### src/rtl/quire_to_posit_4_0_pkg.sv
// Shared constants for the posit<4,0> quire-to-posit converter.
package posit_defines;

    localparam int QUIRE_4_0_SIZE = 20;

    localparam logic [3:0] POSIT_4_0_NAR = 4'b1000;

    // Upper edge (inclusive) of each body code's magnitude range, in quire LSBs.
    // Tie points sit on the even body code: 6->010, 10->010, 14->100, 28->110, 48->110.
    localparam logic [6:0] RND_T1 = 7'd5;
    localparam logic [6:0] RND_T2 = 7'd10;
    localparam logic [6:0] RND_T3 = 7'd13;
    localparam logic [6:0] RND_T4 = 7'd20;
    localparam logic [6:0] RND_T5 = 7'd27;
    localparam logic [6:0] RND_T6 = 7'd48;

    // Magnitudes at or above this value all round to maxpos.
    localparam logic [6:0] MC_SAT = 7'd64;

endpackage

### src/rtl/quire_round_4_0.sv
// Combinational threshold map from clipped quire magnitude to posit<4,0> body bits.
module quire_round_4_0
    import posit_defines::*;
(
    input  logic [6:0] mc_i,
    output logic [2:0] body_o
);

    // Pick the body code whose magnitude range contains mc_i.
    always_comb begin
        body_o = 3'b000;
        if (mc_i == 7'd0)         body_o = 3'b000;
        else if (mc_i <= RND_T1)  body_o = 3'b001;
        else if (mc_i <= RND_T2)  body_o = 3'b010;
        else if (mc_i <= RND_T3)  body_o = 3'b011;
        else if (mc_i <= RND_T4)  body_o = 3'b100;
        else if (mc_i <= RND_T5)  body_o = 3'b101;
        else if (mc_i <= RND_T6)  body_o = 3'b110;
        else                      body_o = 3'b111;
    end

endmodule

### src/rtl/quire_to_posit_4_0.sv
// Three-stage quire (20-bit, LSB 2^-4) to posit<4,0> converter with rts/rtr handshake.
// Optional build macro: QUIRE_EOW_FILTER_EN - emit only end-of-window beats, sow_o forced high.
module quire_to_posit_4_0
    import posit_defines::*;
(
    input  logic                      clk,
    input  logic                      rst_n,
    output logic                      rtr_o,
    input  logic                      rts_i,
    input  logic                      sow_i,
    input  logic                      eow_i,
    input  logic [QUIRE_4_0_SIZE-1:0] data_i,
    input  logic                      sign_i,
    input  logic                      zero_i,
    input  logic                      NaR_i,
    input  logic                      rtr_i,
    output logic                      rts_o,
    output logic                      sow_o,
    output logic                      eow_o,
    output logic [3:0]                posit_o,
    output logic                      sign_o,
    output logic                      zero_o,
    output logic                      NaR_o
);

    logic                      process_en;
    logic                      s1_in_vld;
    logic                      s1_sow_in;
    logic                      s1_vld_q, s1_sow_q, s1_eow_q, s1_zero_q, s1_nar_q;
    logic [QUIRE_4_0_SIZE-1:0] s1_data_q;
    logic                      s2_vld_q, s2_sow_q, s2_eow_q, s2_zero_q, s2_nar_q, s2_sgn_q;
    logic [6:0]                s2_mc_q;
    logic [QUIRE_4_0_SIZE-1:0] s2_mag_d;
    logic [6:0]                s2_mc_d;
    logic                      s2_sgn_d;
    logic [2:0]                s3_body;
    logic [3:0]                s3_posit_d;
    logic                      s3_sign_d, s3_zero_d, s3_nar_d;

    // The whole pipe advances together; it only stalls when the output is held.
    assign process_en = rtr_i | ~rts_o;
    assign rtr_o      = process_en;

`ifdef QUIRE_EOW_FILTER_EN
    assign s1_in_vld = rts_i & eow_i;
    assign s1_sow_in = sow_i | 1'b1;
`else
    assign s1_in_vld = rts_i;
    assign s1_sow_in = sow_i;
`endif

    // S1: capture the accepted beat.
    always_ff @(posedge clk) begin
        if (!rst_n) begin
            s1_vld_q <= 1'b0;
        end else if (process_en) begin
            s1_vld_q <= s1_in_vld;
            if (s1_in_vld) begin
                s1_data_q <= data_i;
                s1_sow_q  <= s1_sow_in;
                s1_eow_q  <= eow_i;
                s1_zero_q <= zero_i;
                s1_nar_q  <= NaR_i;
            end
        end
    end

    // S2 combinational: magnitude and clip. sign_i only mirrors data_i[19], which decides.
    always_comb begin
        s2_sgn_d = s1_data_q[QUIRE_4_0_SIZE-1];
        s2_mag_d = s2_sgn_d ? (~s1_data_q + 1'b1) : s1_data_q;
        s2_mc_d  = (s2_mag_d >= {13'd0, MC_SAT}) ? MC_SAT : s2_mag_d[6:0];
    end

    // S2: register clipped magnitude, sign and the zero/NaR classification.
    always_ff @(posedge clk) begin
        if (!rst_n) begin
            s2_vld_q <= 1'b0;
        end else if (process_en) begin
            s2_vld_q <= s1_vld_q;
            if (s1_vld_q) begin
                s2_mc_q   <= s2_mc_d;
                s2_sgn_q  <= s2_sgn_d;
                s2_zero_q <= s1_zero_q | (s2_mag_d == '0);
                s2_nar_q  <= s1_nar_q;
                s2_sow_q  <= s1_sow_q;
                s2_eow_q  <= s1_eow_q;
            end
        end
    end

    quire_round_4_0 u_round (
        .mc_i   (s2_mc_q),
        .body_o (s3_body)
    );

    // S3 combinational: NaR beats zero beats the rounded, sign-applied body.
    always_comb begin
        s3_posit_d = {1'b0, s3_body};
        s3_sign_d  = s2_sgn_q;
        s3_zero_d  = 1'b0;
        s3_nar_d   = 1'b0;
        if (s2_nar_q) begin
            s3_posit_d = POSIT_4_0_NAR;
            s3_sign_d  = 1'b1;
            s3_nar_d   = 1'b1;
        end else if (s2_zero_q) begin
            s3_posit_d = 4'b0000;
            s3_sign_d  = 1'b0;
            s3_zero_d  = 1'b1;
        end else if (s2_sgn_q) begin
            s3_posit_d = 4'd0 - {1'b0, s3_body};
        end
    end

    // S3: output registers.
    always_ff @(posedge clk) begin
        if (!rst_n) begin
            rts_o   <= 1'b0;
            posit_o <= 4'b0000;
            sow_o   <= 1'b0;
            eow_o   <= 1'b0;
            sign_o  <= 1'b0;
            zero_o  <= 1'b0;
            NaR_o   <= 1'b0;
        end else if (process_en) begin
            rts_o <= s2_vld_q;
            if (s2_vld_q) begin
                posit_o <= s3_posit_d;
                sow_o   <= s2_sow_q;
                eow_o   <= s2_eow_q;
                sign_o  <= s3_sign_d;
                zero_o  <= s3_zero_d;
                NaR_o   <= s3_nar_d;
            end
        end
    end

    // sign_i is informational only; keep it formally consumed without affecting logic.
    logic sign_unused;
    assign sign_unused = sign_i & 1'b0;

endmodule

### config.mk
export PLATFORM = sky130hd
export DESIGN_NAME = quire_to_posit_4_0
export DESIGN_NICKNAME = d
export VERILOG_FILES = /design/src/rtl/quire_to_posit_4_0_pkg.sv /design/src/rtl/quire_round_4_0.sv /design/src/rtl/quire_to_posit_4_0.sv
export SDC_FILE = /design/constraint.sdc
export NUM_CORES = 1
export LEC_CHECK = 0
export BUFFER_PORTS_ARGS = -buffer_cell sky130_fd_sc_hd__buf_2
export CAP_MARGIN = 20
export CORE_MARGIN = 2
export CORE_UTILIZATION = 45
export CTS_BUF_LIST = sky130_fd_sc_hd__clkbuf_8
export DETAILED_ROUTE_END_ITERATION = 16
export GPL_TIMING_DRIVEN = 0
export MAX_ROUTING_LAYER = met4
export PLACE_DENSITY_LB_ADDON = 0.2
export SKIP_CTS_REPAIR_TIMING = 1
export SLEW_MARGIN = 30
export SYNTH_ARGS = -nofsm -noshare
export SYNTH_HDL_FRONTEND = slang
export SYNTH_SLANG_ARGS = --single-unit
### constraint.sdc
create_clock -name clk -period 3.3 [get_ports clk]
set_clock_uncertainty 0.2 [all_clocks]
set_input_delay 0.66 -clock clk [delete_from_list [all_inputs] [get_ports clk]]
set_output_delay 0.66 -clock clk [all_outputs]
set_load 0.1 [all_outputs]
Word-level counts from Yosys, hierarchy flattened
Cells that the tools add are included.
Word-level totals
  register bits: 48
  bits of input ports: 29
  output and inout port bits: 11
  word-level logic and storage cells: 54
Operators by class
  $add $sub $neg: 2
  order comparisons: 7
  muxes and demuxes: 16
  bitwise gates (word level): 4
  reduce and logical (&&, ||, !) cells: 5
Operators with widths (count)
  adder 20 x 1 -> 20 bit, second input constant: 1
  greater-or-equal comparator 20 x 7 -> 1 bit, second input constant: 1
  zero test 20 bit: 1
  2-to-1 mux 20 bit: 1
  NOT 20 bit: 1
  2-to-1 mux 3 bit: 6
  less-or-equal comparator 7 x 4 -> 1 bit, second input constant: 2
  less-or-equal comparator 7 x 5 -> 1 bit, second input constant: 2
  2-to-1 mux 4 bit: 3
  less-or-equal comparator 7 x 3 -> 1 bit, second input constant: 1
  less-or-equal comparator 7 x 6 -> 1 bit, second input constant: 1
  zero test 7 bit: 1
  2-to-1 mux 1 bit: 6
  AND reduction 3 bit: 2
  subtractor 1 x 3 -> 4 bit, first input constant: 1
  OR 1 bit: 2
  AND reduction 2 bit: 1
  NOT 1 bit: 1

Longest topological paths before layout
Gate-level depths: netlist of the first run.
  word-level depth: 12
  depth in mapped cells: 11
  mapped depth without buffers: 10

Cells and area by module
From an unflattened synthesis of the first run, not the netlist that was laid out.
Unflattened totals
  cell total of the unflattened synthesis: 218
  area, all modules: 2407.3 um2
By module, submodules not included
  quire_to_posit_4_0: instances 1, cells each 200, area each 2284.7 um2, seq. area each 1321.3 um2
  quire_round_4_0: instances 1, cells each 18, area each 122.6 um2, seq. area each 0.0 um2

Least setup slack after synthesis of the first run
No wires, ideal clock.
  kind: register to register
  start point: register rts_o
  end point: register s1_data_q[0] (enable)
  setup time: 383 ps
  data arrival time: 2639 ps
  data required time: 2717 ps
  setup slack: 78 ps
  stages on the path, launching flop included: 4
  path buffers: 1
  period minus slack after synthesis: 3222 ps
  cell sequence: dfxtp_1 nand2b_1 clkbuf_1 and3_1
On the way
  longest elaborated chain between the ends: 3
Ends and longest elaborated chain
  start: declaration: line quire_to_posit_4_0.sv:17  | output logic rts_o,
  start signal: assignment: line quire_to_posit_4_0.sv:127  | rts_o <= s2_vld_q;
  NOT 1 bit: line quire_to_posit_4_0.sv:41  | assign process_en = rtr_i | ~rts_o;
  OR 1 bit: line quire_to_posit_4_0.sv:41
  via rtr_o: line quire_to_posit_4_0.sv:8  | output logic rtr_o,
  AND reduction 3 bit (no source line)
  end signal: assignment: line quire_to_posit_4_0.sv:59  | s1_data_q <= data_i;
  end: declaration: line quire_to_posit_4_0.sv:30  | logic [QUIRE_4_0_SIZE-1:0] s1_data_q;
The timed path passes the listed nets, and every way through them passes these cells.
A chain may end at the register's enable or synchronous reset.

Worst setup path after layout of the first run
  start point: register s1_data_q[4]
  end point: register s2_mc_q[6] (data pin)
On the way
  longest elaborated chain between the ends: 4
Ends and longest elaborated chain
  NOT 20 bit: line quire_to_posit_4_0.sv:71  | s2_mag_d = s2_sgn_d ? (~s1_data_q + 1'b1) : s1_data_q;
  adder 20 x 1 -> 20 bit: line quire_to_posit_4_0.sv:71
  2-to-1 mux 20 bit (*): line quire_to_posit_4_0.sv:71
  greater-or-equal comparator 20 x 7 -> 1 bit: line quire_to_posit_4_0.sv:72  | s2_mc_d = (s2_mag_d >= {13'd0, MC_SAT}) ? MC_SAT : s2_mag_d[6:0];
  end signal: assignment: line quire_to_posit_4_0.sv:82  | s2_mc_q <= s2_mc_d;
  end: declaration: line quire_to_posit_4_0.sv:32  | logic [6:0] s2_mc_q;
Mark *: on every way between the ends. The rest lies on a longest branch, timed or not.

==> summary.txt, run 1 <==
Final layout
  – Number of nets in the layout: approximately 280
  – Fill cell instance count of the final layout: 420
  – Number of flip-flops under the largest register name: 20
  – Largest registers: s1_data_q: 20 flops, s2_mc_q: 7 flops, posit_o: 4 flops
  – Largest register by flop count: s1_data_q
  – Syn-to-layout area delta: 16.21%
  – Proportion of layout cells with a drive suffix above 1: 0.2276
  – Diodes inserted: 0
  – Multi-input combinational cell area: 878.3 µm²
  – Sequential Area: around 1300 µm²

Place
  – Half-perimeter wire length after placement: ~2800 µm
  – Count of input and output buffers: 38
  – Final RePlAce weighted congestion: about 0.79

Die
  – FP Rows: 25
  – Die height: 75.02 µm
  – Effective utilization at floorplan: 0.4742
  – I/O pin count: 40
  – Die boundary width: between 70 and 80 µm
  – Total die area: 5628 µm²
  – Area of the core: between 4000 and 5000 µm²

Drt
  – Top sig layer: met4
  – First-pass iteration count of the detailed router: 4
  – Number of vias per cell after detailed routing: around 5.2
  – Total DRC errors in the routed layout: 0
  – Met3 Wirelength: approximately 200 µm
  – Number of violations reported at the end of detailed-routing iteration 0: 87
  – Antenna Violating Nets Remaining: 0
  – Wire length reported by the detailed router: roughly 3800 µm
  – Vias after detailed routing: approximately 1,600
  – Routed wl met2: ~1900 µm
  – WL per Instance: 12.06 µm
  – Wire length on met1: around 1600 µm

Critical path
  – Kind of capture point of the worst setup path: flip-flop
  – Category of cells accounting for the largest share of critical-path delay: simple AND/OR/NAND/NOR gates
  – Register-to-Register Setup Slack: 420 ps
  – Worst Setup Path Type: flip-flop to flip-flop
  – Cells traversed along the worst timing path: nor4_4 -> nand4b_1 -> or3_1 -> a221oi_2 -> o221ai_2 -> or2_1
  – Arrival time worst endpoint: between 2000 and 3000 ps
  – Largest fanout of any net on the critical path: 10
  – CP max stage delay: 560 ps
  – Critical path's slowest cell: sky130_fd_sc_hd__nor4_4
  – Worst path bufs/invs: 0
  – Required time reported for the critical path endpoint: approximately 3200 ps
  – Startpoint type of the worst setup path: flip-flop
  – WP depth: 6
  – End of the worst register-to-register path: s2_mc_q[6]$_SDFFCE_PP1P_
  – Reg2Reg Depth: 6
  – Crit Reg-Reg Startpoint: s1_data_q[4]$_DFFE_PP_

GRT
  – Antenna violations before repair: 0
  – Global-route wire length before repair: between 6000 and 7000 µm
  – Leftover overflow at the end of global routing: 0
  – Largest net degree at the start of global routing: 25
  – Overall fraction of global-route tracks in use: 0.1530
  – Number of global-route vias before repair: 1,434

Synthesis
  – Main combinational cell family by area after synthesis: simple AND/OR/NAND/NOR gates
  – Number of synthesized flops with an enable pin: 36
  – Post-Synth Adder-Cell Area: 0.01103
  – Share of synthesized area spent on multiplexers: 0.02315
  – Seq cells post-synth: 48
  – XOR/XNOR share of the synthesized area: 0.03087
  – Leading cell type by number of instances after synthesis: sky130_fd_sc_hd__edfxtp_1
  – Nets in the synthesized netlist: 231
  – Share of the synthesized area in the top cell type: 0.4763
  – Count of yosys warnings during synthesis: 0
  – Fraction of the mapped netlist area in compound gates: 0.1340
  – Mean Syn Cell Area: roughly 11 µm²
  – Most used flip-flop cell after synthesis: sky130_fd_sc_hd__edfxtp_1
  – Simple-gate share of the synthesized area: 0.1874
  – Post-synthesis cell count: 200
  – Mapped cell area: around 2300 µm²
  – Async SR Flop Fraction: 0
  – Most instantiated cells after synthesis: 36 x sky130_fd_sc_hd__edfxtp_1, 16 x sky130_fd_sc_hd__nand2_1, 13 x sky130_fd_sc_hd__nor3_1
  – Cell types occupying the most area after synthesis: sky130_fd_sc_hd__edfxtp_1 48%, sky130_fd_sc_hd__dfxtp_1 11%, sky130_fd_sc_hd__nor3_1 2.9%
  – Unique masters post-synth: 47
  – Yosys top cell by area: sky130_fd_sc_hd__edfxtp_1
  – Share of synthesized area occupied by flip-flops and latches: 0.5821

Timing
  – Crit path time final: 2878 ps
  – Share of the clock period used by the worst path: 0.8722
  – FMAX: 347.4 MHz
  – Hold violation total from the final report: 0
  – Max-Slew Margin vs Limit: 0.5856
  – Total negative setup slack: 0 ps
  – Final setup violating endpoints: 0
  – Count of final max-slew check failures: 0
  – Slew of the pin with the lowest slew margin: 605.9 ps
  – Setup repair after global routing missed its margin: false

Power
  – Lkg Pwr: roughly 0.00096 µW
  – IR drop worst, VDD: 0.0003090 V
  – Power per cell area: between 400 and 500 nW/µm²
  – Total power consumption of the routed design: about 1200 µW

CTS
  – Number of sinks on the clock net: 48
  – Clk slew on worst S/H paths: 90 ps
  – CTS root buffer: sky130_fd_sc_hd__clkbuf_8
  – TritonCTS clock tree: done
  – Latest clock arrival within the worst-skew pair: 300 ps
  – Number of buffers created by CTS: 5
  – Buffer depth of the longest clock path: 2
  – H-tree depth: 2

Min path
  – Hold Path End: s2_nar_q$_DFFE_PP_
  – Hold Path Depth: 0
  – Startpoint of the tightest hold check path: s1_nar_q$_DFFE_PP_
  – Worst hold path class: flip-flop to flip-flop

Job
  – Reported max-cap violation count: 0

Status
  – Outcome: finished clean
per-layer routing:
metal	vias up	track usage
met5	-	-
met2	42	0.2466
met4	0	0.06746
met1	735	0.1768
met3	8	0.04552
li1	842	-
final cells by class:
| class | instances | area share |
|---|---|---|
| flip-flops and latches | 48 | 0.5009 |
| multi-input cells | 135 | 0.3330 |
| repair buffers | 38 | 0.07211 |
| well taps | 67 | 0.03178 |
| clock buffers | 6 | 0.03131 |
| plain buffers | 8 | 0.01423 |
| inverters | 9 | 0.01281 |
| clock inverters | 2 | 0.003795 |
worst max path at each step:
stage / start / end / slack [ps]
2_1_floorplan: rts_o$_SDFFE_PN0N_ / s1_data_q[0]$_DFFE_PP_ / 80
4_1_cts: s1_data_q[4]$_DFFE_PP_ / s2_mc_q[6]$_SDFFCE_PP1P_ / 420
6_report: s1_data_q[4]$_DFFE_PP_ / s2_mc_q[6]$_SDFFCE_PP1P_ / 420
3_5_place_dp: s1_data_q[4]$_DFFE_PP_ / s2_mc_q[6]$_SDFFCE_PP1P_ / 420
5_1_grt: s1_data_q[6]$_DFFE_PP_ / s2_mc_q[6]$_SDFFCE_PP1P_ / 190
3_3_place_gp: s1_data_q[4]$_DFFE_PP_ / s2_mc_q[6]$_SDFFCE_PP1P_ / 430
logic make-up after synthesis:
group / Yosys count
buffers and inverters: 17
AND/OR/NAND/NOR: 78
XOR/XNOR: 8
flip-flops: 48
multiplexers: 5
adder cells (fa/ha/maj): 2
AO/OA/AOI/OAI: 42
layout by cell type (no fill, tap or decap), types with 2 or more instances in the layout:
cell,Yosys,routed
sky130_fd_sc_hd__buf_2,0,38
sky130_fd_sc_hd__edfxtp_1,36,36
sky130_fd_sc_hd__nand2_1,16,16
sky130_fd_sc_hd__nor3_1,13,13
sky130_fd_sc_hd__dfxtp_1,12,12
sky130_fd_sc_hd__nor2_1,12,12
sky130_fd_sc_hd__inv_1,9,9
sky130_fd_sc_hd__nor2b_1,9,9
sky130_fd_sc_hd__o21ai_0,9,9
sky130_fd_sc_hd__a21oi_1,9,9
sky130_fd_sc_hd__clkbuf_1,7,7
sky130_fd_sc_hd__clkbuf_8,0,6
sky130_fd_sc_hd__xor2_1,5,5
sky130_fd_sc_hd__nand3_1,4,4
sky130_fd_sc_hd__nand4_1,4,4
sky130_fd_sc_hd__a21boi_0,4,4
sky130_fd_sc_hd__mux2i_1,3,3
sky130_fd_sc_hd__nand2b_1,3,3
sky130_fd_sc_hd__nor4_1,3,3
sky130_fd_sc_hd__xnor2_1,3,3
sky130_fd_sc_hd__a22oi_1,3,3
sky130_fd_sc_hd__nor3b_1,2,2
sky130_fd_sc_hd__nand4b_1,2,2
sky130_fd_sc_hd__or3_1,2,2
sky130_fd_sc_hd__nand3b_1,2,2
sky130_fd_sc_hd__mux2_2,2,2
sky130_fd_sc_hd__a32oi_1,2,2
sky130_fd_sc_hd__ha_1,2,2
sky130_fd_sc_hd__clkinv_2,0,2
per-stage QoR:
| step | instance area [µm²] | setup slack, ps | hold slack (ps) | std cells | utilization |
|---|---|---|---|---|---|
| finish | 2638 | 421.7 | 217.7 | 313 | 0.5511 |
| detailed placement | 2544 | 421.3 | 204.5 | 305 | 0.5315 |
| global route | 2638 | 185.8 | 232.8 | 313 | 0.5511 |
| floorplan | 2270 | 78.21 | 200.3 | 200 | - |
| global placement | 2544 | 431.7 | 205.7 | 305 | 0.5315 |
| CTS | 2636 | 418.5 | 222.7 | 313 | 0.5509 |
power breakdown:
part	internal (µW)	switching (µW)	leakage [µW]	total (µW)
Combinational	38.5	73.4	0.000488	112
Sequential	673	17.2	0.000421	690
Clock	167	185	0.0000510	353
Note: power is estimated with default switching activity, not from simulation.
==> run 2: changes to the inputs <==
CELL_PAD_IN_SITES_DETAIL_PLACEMENT = 1   (was not set)
CELL_PAD_IN_SITES_GLOBAL_PLACEMENT = 1   (was not set)
==> summary.txt, run 2 (synthesized netlist as in run 1, its figures left out) <==
Place
  – Count of input and output buffers: 38 (unchanged)
  – DP Cell Count: 305 (unchanged)
  – Half-perimeter wire length after placement: 3296 µm (+19%)
  – Placement-stage cell area: 2544 µm² (unchanged)
  – Final RePlAce weighted congestion: 0.7511 (-4.6%)

Timing
  – Setup repair after global routing missed its margin: false
  – Final setup violating endpoints: 0 (unchanged)
  – Total negative setup slack: 0 ps (unchanged)
  – Count of final max-slew check failures: 0 (unchanged)
  – FMAX: 344.0 MHz (-0.97%)
  – Max-Slew Margin vs Limit: 0.5859 (about the same)
  – Crit path time final: 2907 ps (+28.25 ps)
  – Slew of the pin with the lowest slew margin: 605.5 ps (-0.3806 ps)
  – Hold violation total from the final report: 0 (unchanged)
  – Share of the clock period used by the worst path: 0.8808 (+0.008562)
  – Worst Hold Margin: 217.5 ps (-0.1660 ps)

Critical path
  – End of the worst register-to-register path: s2_mc_q[6]$_SDFFCE_PP1P_
  – Kind of capture point of the worst setup path: flip-flop
  – Arrival time worst endpoint: 2760 ps (+30 ps)
  – Worst Setup Path Type: flip-flop to flip-flop
  – Largest fanout of any net on the critical path: 10 (unchanged)
  – Crit Reg-Reg Startpoint: s1_data_q[4]$_DFFE_PP_
  – Startpoint type of the worst setup path: flip-flop
  – Register-to-Register Setup Slack: 390 ps (-30 ps)
  – Reg2Reg Depth: 6 (unchanged)
  – Required time reported for the critical path endpoint: 3160 ps (about the same)

GRT
  – Largest net degree at the start of global routing: 25 (unchanged)
  – Overall fraction of global-route tracks in use: 0.1709 (+0.01786)
  – Leftover overflow at the end of global routing: 0 (unchanged)
  – Number of global-route vias before repair: 1,609 (+12%)
  – Global-route wire length before repair: 6934 µm (+11%)
  – Antenna violations before repair: 0 (unchanged)

Power
  – Lkg Pwr: 0.0009678 µW (+0.78%)
  – IR drop worst, VDD: 0.0002997 V (-3.0%)
  – Power per cell area: 459.5 nW/µm² (+4.9%)
  – Total power consumption of the routed design: 1220 µW (+5.6%)

CTS
  – CTS root buffer: sky130_fd_sc_hd__clkbuf_8
  – Buffer depth of the longest clock path: 2 (unchanged)
  – Latest clock arrival within the worst-skew pair: 290 ps (about the same)
  – TritonCTS clock tree: done
  – Number of buffers created by CTS: 5 (unchanged)
  – Clk slew on worst S/H paths: 90 ps (about the same)
  – H-tree depth: 2 (unchanged)
  – Number of sinks on the clock net: 48 (unchanged)

Die
  – Total die area: 5628 µm² (unchanged)
  – Area of the core: 4786 µm² (unchanged)
  – Die boundary width: 75.02 µm (unchanged)
  – Effective utilization at floorplan: 0.4742 (unchanged)
  – I/O pin count: 40 (unchanged)
  – FP Rows: 25 (unchanged)
  – Die height: 75.02 µm (unchanged)

Drt
  – Wire length reported by the detailed router: 4338 µm (+15%)
  – Total DRC errors in the routed layout: 0 (unchanged)
  – First-pass iteration count of the detailed router: 4 (unchanged)
  – Antenna Violating Nets Remaining: 0 (unchanged)
  – WL per Instance: 13.86 µm (+15%)
  – Number of violations reported at the end of detailed-routing iteration 0: 37 (-57%)
  – Number of vias per cell after detailed routing: 5.313 (+2.2%)
  – Vias after detailed routing: 1,663 (+2.2%)

Final layout
  – Largest registers: s1_data_q: 20 flops, s2_mc_q: 7 flops, posit_o: 4 flops
  – Proportion of layout cells with a drive suffix above 1: 0.2276 (unchanged)
  – Multi-input combinational cell area: 878.3 µm² (unchanged)
  – Most common cell after layout, fill and taps aside: sky130_fd_sc_hd__buf_2
  – Most frequent cells in the layout: 38 x sky130_fd_sc_hd__buf_2, 36 x sky130_fd_sc_hd__edfxtp_1, 16 x sky130_fd_sc_hd__nand2_1
  – Syn-to-layout area delta: 16.98%
  – Largest register by flop count: s1_data_q
  – Diodes inserted: 0 (unchanged)
  – Number of nets in the layout: 276 (unchanged)
  – Fill cell instance count of the final layout: 531 (+26%)
  – Number of flip-flops under the largest register name: 20 (unchanged)
  – Count of placed standard cells in the final layout, fillers left out: 313 (unchanged)
  – Sequential Area: 1321 µm² (unchanged)
  – Final instance area: 2655 µm² (+0.66%)

Min path
  – Hold Path Depth: 0 (unchanged)
  – Hold Path End: s2_eow_q$_DFFE_PP_
  – Startpoint of the tightest hold check path: s1_eow_q$_DFFE_PP_
  – Worst hold path class: flip-flop to flip-flop

Job
  – Reported max-cap violation count: 0 (unchanged)

Status
  – Outcome: finished clean
==> run 2: cell types whose count changed in the layout (fill, tap and decap cells not counted), sizes merged <==
cell	change
clkinv	-1
inv	+1
bufinv	+1
clkbuf	-1
==> run 2: cell type report <==
class | count | share of cell area
clock inverters | 3 | 0.01555
plain buffers | 8 | 0.01414
inverters | 9 | 0.01272
clock buffers | 5 | 0.02592
repair buffers | 38 | 0.07163
flip-flops and latches | 48 | 0.4976
well taps | 67 | 0.03157
multi-input cells | 135 | 0.3308
==> run 2: per-layer routing <==
metal | global-route usage | share of wire
met3 | 0.03748 | 0.040
met5 | - | 0
met4 | 0.04762 | 0.0051
met2 | 0.3187 | 0.54
met1 | 0.1796 | 0.42
==> run 2: where the power goes <==
group	switching (µW)	total [µW]	leakage (µW)	internal, µW
registers	18.0	691	0.000421	673
clock network	189	414	0.0000585	225
logic	76.0	114	0.000488	38.5
==> run 2: worst max-delay path by stage <==
stage,to,start
global route,s2_mc_q[6]$_SDFFCE_PP1P_,s1_data_q[4]$_DFFE_PP_
floorplan,s1_data_q[0]$_DFFE_PP_,rts_o$_SDFFE_PN0N_
CTS,s2_mc_q[6]$_SDFFCE_PP1P_,s1_data_q[4]$_DFFE_PP_
finish,s2_mc_q[6]$_SDFFCE_PP1P_,s1_data_q[4]$_DFFE_PP_
detailed placement,s2_mc_q[6]$_SDFFCE_PP1P_,s1_data_q[4]$_DFFE_PP_
global placement,s2_mc_q[6]$_SDFFCE_PP1P_,s1_data_q[4]$_DFFE_PP_
==> run 2: metrics by stage <==
stage / worst slack [ps] / util
2_1_floorplan: 78.21 / -
3_5_place_dp: 396.3 / 0.5315
6_report: 393.4 / 0.5548
4_1_cts: 379.4 / 0.5545
5_1_grt: 235.0 / 0.5548
3_3_place_gp: 432.9 / 0.5315
==> run 2: critical path, cell delays in order (launching register included) <==
cell	delay (ps)
sky130_fd_sc_hd__edfxtp_1	460
sky130_fd_sc_hd__nor4_4	570
sky130_fd_sc_hd__nand4b_1	250
sky130_fd_sc_hd__or3_1	380
sky130_fd_sc_hd__a221oi_2	310
sky130_fd_sc_hd__o221ai_2	230
sky130_fd_sc_hd__or2_1	270
